**src/rtl/sar_ctrl_pkg.sv**
```systemverilog
// Shared types and helpers for the successive-approximation controller.
// The state encoding and the latency helper are used by both the RTL and
// any environment that needs to know how long a conversion takes.
package sar_ctrl_pkg;

    typedef enum logic [1:0] {
        IDLE   = 2'd0,
        SETTLE = 2'd1,
        DECIDE = 2'd2,
        FINISH = 2'd3
    } sar_state_t;

    // Extra wait added to every bit when the comparator is resynchronised.
    localparam int SYNC_STAGES = 2;

    // Edges from the start-sampling edge to the edge after which done is high.
    function automatic int sar_latency(input int n, input int settle, input bit sync);
        int per_bit;
        if (sync) begin
            per_bit = settle + SYNC_STAGES + 1;
        end else begin
            per_bit = settle + 1;
        end
        return n * per_bit + 1;
    endfunction

endpackage

```
**src/rtl/sar_ctrl_sync_2ff.sv**
```systemverilog
// Two-flop synchronizer for the comparator decision. Only built into the
// design when SAR_CTRL_CMP_SYNC_EN is defined, so the default build carries
// no unused module.
`ifdef SAR_CTRL_CMP_SYNC_EN
module sync_2ff (
    input  logic clk,
    input  logic rst,
    input  logic d,
    output logic q
);
    import sar_ctrl_pkg::*;

    logic meta_r;
    logic sync_r;

    // Two back-to-back flops; the first may go metastable, the second is used.
    always_ff @(posedge clk or posedge rst) begin
        if (rst) begin
            meta_r <= 1'b0;
            sync_r <= 1'b0;
        end else begin
            meta_r <= d;
            sync_r <= meta_r;
        end
    end

    assign q = sync_r;

endmodule
`endif

```
**src/rtl/sar_ctrl.sv**
```systemverilog
// Successive-approximation controller: drives a trial code MSB-first, waits
// for the DAC/comparator to settle, samples cmp_lt (input below trial code)
// and clears the trial bit when the input is lower.
// Build option: SAR_CTRL_CMP_SYNC_EN routes cmp_lt through a 2-flop
// synchronizer and lengthens every per-bit wait by two cycles.
module sar_ctrl #(
    parameter int N      = 8,
    parameter int SETTLE = 2
) (
    input  logic         clk,
    input  logic         rst,
    input  logic         start,
    input  logic         cmp_lt,
    output logic [N-1:0] dac_code,
    output logic         busy,
    output logic         done,
    output logic [N-1:0] result
);
    // Imported after the parameter list so the SETTLE parameter keeps its
    // name; the SETTLE state is referenced with the package scope.
    import sar_ctrl_pkg::*;

`ifdef SAR_CTRL_CMP_SYNC_EN
    localparam int WAIT_CYC = SETTLE + SYNC_STAGES;
`else
    localparam int WAIT_CYC = SETTLE;
`endif
    localparam int            CW       = $clog2(WAIT_CYC + 2);
    localparam int            IW       = $clog2(N);
    localparam logic [CW-1:0] CNT_LOAD = CW'(WAIT_CYC);
    localparam logic [IW-1:0] IDX_TOP  = IW'(N - 1);
    localparam logic [N-1:0]  MSB_CODE = {1'b1, {(N-1){1'b0}}};
    localparam sar_state_t    AFTER_TRIAL = (WAIT_CYC > 0) ? sar_ctrl_pkg::SETTLE : DECIDE;

    sar_state_t    state_r;
    sar_state_t    state_nxt_s;
    logic [N-1:0]  code_r;
    logic [N-1:0]  code_nxt_s;
    logic [IW-1:0] idx_r;
    logic [IW-1:0] idx_nxt_s;
    logic [CW-1:0] cnt_r;
    logic [CW-1:0] cnt_nxt_s;
    logic          busy_r;
    logic          busy_nxt_s;
    logic          done_r;
    logic          done_nxt_s;
    logic [N-1:0]  result_r;
    logic [N-1:0]  result_nxt_s;
    logic          cmp_use_s;

`ifdef SAR_CTRL_CMP_SYNC_EN
    sync_2ff u_cmp_sync (
        .clk (clk),
        .rst (rst),
        .d   (cmp_lt),
        .q   (cmp_use_s)
    );
`else
    assign cmp_use_s = cmp_lt;
`endif

    // State register.
    always_ff @(posedge clk or posedge rst) begin
        if (rst) begin
            state_r <= IDLE;
        end else begin
            state_r <= state_nxt_s;
        end
    end

    // Datapath and output registers; a reset aborts any conversion silently.
    always_ff @(posedge clk or posedge rst) begin
        if (rst) begin
            code_r   <= {N{1'b0}};
            idx_r    <= IDX_TOP;
            cnt_r    <= {CW{1'b0}};
            busy_r   <= 1'b0;
            done_r   <= 1'b0;
            result_r <= {N{1'b0}};
        end else begin
            code_r   <= code_nxt_s;
            idx_r    <= idx_nxt_s;
            cnt_r    <= cnt_nxt_s;
            busy_r   <= busy_nxt_s;
            done_r   <= done_nxt_s;
            result_r <= result_nxt_s;
        end
    end

    // Next-state and next-register values for the SAR sequence.
    always_comb begin
        state_nxt_s  = state_r;
        code_nxt_s   = code_r;
        idx_nxt_s    = idx_r;
        cnt_nxt_s    = cnt_r;
        busy_nxt_s   = busy_r;
        done_nxt_s   = 1'b0;
        result_nxt_s = result_r;
        case (state_r)
            IDLE: begin
                if (start) begin
                    code_nxt_s  = MSB_CODE;
                    idx_nxt_s   = IDX_TOP;
                    cnt_nxt_s   = CNT_LOAD;
                    busy_nxt_s  = 1'b1;
                    state_nxt_s = AFTER_TRIAL;
                end else begin
                    state_nxt_s = IDLE;
                end
            end
            sar_ctrl_pkg::SETTLE: begin
                // The comparator output is not trusted until the count runs out.
                if (cnt_r <= CW'(1)) begin
                    cnt_nxt_s   = {CW{1'b0}};
                    state_nxt_s = DECIDE;
                end else begin
                    cnt_nxt_s   = cnt_r - CW'(1);
                    state_nxt_s = sar_ctrl_pkg::SETTLE;
                end
            end
            DECIDE: begin
                if (cmp_use_s) begin
                    code_nxt_s[idx_r] = 1'b0;
                end else begin
                    code_nxt_s[idx_r] = code_r[idx_r];
                end
                // Bits below the index are always zero, so setting the next
                // trial bit can never carry into the resolved bits.
                if (idx_r != IW'(0)) begin
                    code_nxt_s[idx_r - IW'(1)] = 1'b1;
                    idx_nxt_s   = idx_r - IW'(1);
                    cnt_nxt_s   = CNT_LOAD;
                    state_nxt_s = AFTER_TRIAL;
                end else begin
                    state_nxt_s = FINISH;
                end
            end
            FINISH: begin
                result_nxt_s = code_r;
                done_nxt_s   = 1'b1;
                busy_nxt_s   = 1'b0;
                state_nxt_s  = IDLE;
            end
            default: begin
                busy_nxt_s  = 1'b0;
                state_nxt_s = IDLE;
            end
        endcase
    end

    assign dac_code = code_r;
    assign busy     = busy_r;
    assign done     = done_r;
    assign result   = result_r;

endmodule

```
**config.mk**
```make
export PLATFORM = sky130hd
export DESIGN_NAME = sar_ctrl
export DESIGN_NICKNAME = d
export VERILOG_FILES = /design/src/rtl/sar_ctrl_pkg.sv /design/src/rtl/sar_ctrl_sync_2ff.sv /design/src/rtl/sar_ctrl.sv
export SDC_FILE = /design/constraint.sdc
export NUM_CORES = 1
export LEC_CHECK = 0
export BUFFER_PORTS_ARGS = -buffer_cell sky130_fd_sc_hd__buf_2
export CAP_MARGIN = 20
export CORE_MARGIN = 8
export CORE_UTILIZATION = 59
export CTS_CLUSTER_SIZE = 10
export DETAILED_ROUTE_END_ITERATION = 8
export PLACE_DENSITY = 0.82
export SLEW_MARGIN = 0
export SYNTH_ARGS = -nofsm -noshare
export SYNTH_HDL_FRONTEND = slang
export SYNTH_SLANG_ARGS = --single-unit
```
**constraint.sdc**
```tcl
create_clock -name clk -period 4.35 [get_ports clk]
set_input_delay 0.87 -clock clk [delete_from_list [all_inputs] [get_ports clk]]
set_output_delay 0.87 -clock clk [all_outputs]
set_load 0.01 [all_outputs]
```
==> reports/results.ini <==
[synth]
synth_edf_count=0
yosys.area.top_type=dfrtp_1
ys_ff_latch=25
synthFlopType=dfrtp_1
synth.area.top_cells=dfrtp_1, dfstp_2, mux2_2, a221o_1, a21oi_1
syn_area_um2=1400
avgSynthCellArea_um2=9.92
syn_inst=141
synth_top_area_share_pct=39.4
synth_fp_nets=147
async_flop_share_pct=100
seq_area_frac_synth_pct=45.0
yosys_warnings=0
netlist-cell-type-count=40

[cells_and_area]
layout_commonest_cell=dfrtp_1
area_growth_pct=8.50
layout-drive-gt1-share_pct=25.2
finalNetCount=162
finalCoreUtilization_pct=68.0
num-fill-cells=176
diodes=0
layout_common_cells=dfrtp_1, buf_2, a21oi_1

[timing]
slew_viol_final=0
final.setup.tns_ns=0
worst_slack_ns=1.97
finClkSkew_ns=0.00548
max_freq_ghz=0.420
rsz0062_at_grt=no
tightest_slew_ns=0.908
period_share_pct=54.7
max_slew_margin_pct=39.4
min_period_ns=2.38
hold_viol=0
setup-violations-final=0

[routing]
vias_per_cell=6.58
met3_wirelength_um=280
detail_route.wl_per_cell_um=18.1
route.met2.wl_mm=1.54
drt_iter0_drc=76
routed_wl_mm=3.32
drt-met1-wl_mm=1.42
vias=1205
firstDrtPassIters=5
topRoutingLayerUsed=met4
final_antenna_net_count=0
drc_errors=0

[flow_run]
maxCapViolations=0

[critical_path]
worstReg2RegStart=idx_r[0]
critPathRequiredTime_ns=4.59
path_class=flop to flop
crit_fanout=14
r2r-end=dac_code[7]
start_kind=flop
cp.arrival_ns=2.62
end_kind=flop
regToRegSetupSlack_ns=1.97
r2r_cells=6

[clock_network]
cts_setup_buffers=0
clk_latency_ns=0.32
clkSinkCount=25
root_buffer=clkbuf_4
cts_buffers=3
hold_buffers=0
clk_pin_slew_ns=0.13
cts_tree=yes
post_cts_resized=0
ctsLongestPathBuffers=2
h-tree-depth=1

[floorplanning]
start_util_pct=62.6
die-area_um2=4180
rows=17
core_um2=2230
die_w_um=64.7
io_pins=22
fp.dieH_um=64.7

[run_status]
outcome=completed

[global_route]
grt_first_pass_wirelength_mm=5.44
grt_pass1_vias=1146
track_usage_pct=16.1
gr-total-overflow=0
grt_start_max_net_pins=26
antenna_found_initial=0

[power_and_ir_drop]
vdd_ir_drop_max_v=0.000469
power.density_nw_per_um2=590
p_leak_nw=0.754
power_uw=895

[place]
port-buffer-count=21
routabilityCongestion=0.880
post-place-ws_ns=2.04
dp_hpwl_mm=2.32

[hold_path]
holdPathEnd=busy
hold-path-cell-count=2
hp-start=busy
hold_class=flop to flop

[state kept, by name, summed over array words and instances, names as in the netlist]
name and count:
result 8, idx_r 3, busy 1, cnt_r 2, done 1, state_r 2
dac_code 8
[metal layers]
metal / GRT usage, % / up-vias
met5: 0 / -
met4: 8.99 / 0
met3: 2.92 / 8
met2: 26.0 / 67
met1: 19.9 / 579
li1: - / 551
[power breakdown]
part           leakage, nW  switching [mW]  internal, mW
combinational        0.419           0.215         0.171
clock               0.0150          0.0678        0.0359
sequential           0.320          0.0997         0.305
total                0.754           0.383         0.512
[Yosys cell counts, drive strengths merged (4+ instances only)]
cell type  number
a21oi          11
a221o           6
clkbuf          8
dfrtp          22
inv             8
mux2            7
mux2i           4
nand2           7
nand2b          7
nor2            5
nor3            7
o21ai           9
[final cells by class]
| type | instances | area, um2 | area share (%) |
|---|---|---|---|
| clock buffers | 4 | 26.3 | 1.73 |
| inverters | 8 | 30.0 | 1.98 |
| multi-input cells | 97 | 692 | 45.6 |
| flip-flops and latches | 25 | 629 | 41.5 |
| well taps | 28 | 35.0 | 2.31 |
| repair buffers | 21 | 105 | 6.92 |
[critical path, cell delays in order (launching register included)]
cell and delay (ns):
dfstp_2 0.74, inv_1 0.22, ha_1 0.32, or3b_2 0.50, a211oi_1 0.21, o21ai_0 0.12
a32oi_1 0.20
[how the worst max path moves through the flow]
stage                     cells past startpoint  startpoint     endpoint
after floorplan                               9    idx_r[0]  dac_code[4]
after global placement                        6    idx_r[0]  dac_code[6]
after detailed placement                      6    idx_r[0]  dac_code[4]
after CTS                                     6    idx_r[0]  dac_code[6]
after global routing                          6    idx_r[0]  dac_code[1]
final                                         6    idx_r[0]  dac_code[7]
[cells by family (layout without fill, tap and decap cells)]
kind of cell    after synthesis  after routing  share of synthesized area [%]
buf+inv                      19             33                           5.55
simple gates                 41             41                           16.9
mux                          12             12                           10.1
fa+ha+maj                     2              2                           1.79
compound gates               42             42                           20.7
flops                        25             25                           45.0
[metrics by stage]
| step | hold WS (ns) | cell area, um2 | cells |
|---|---|---|---|
| finish | 0.500 | 1520 | 183 |
| global route | 0.533 | 1520 | 183 |
| CTS | 0.503 | 1520 | 183 |
| detailed placement | 0.470 | 1490 | 179 |
| global placement | 0.459 | 1490 | 179 |
| floorplan | 0.472 | 1400 | 141 |
(Power assumes the default switching activity.)
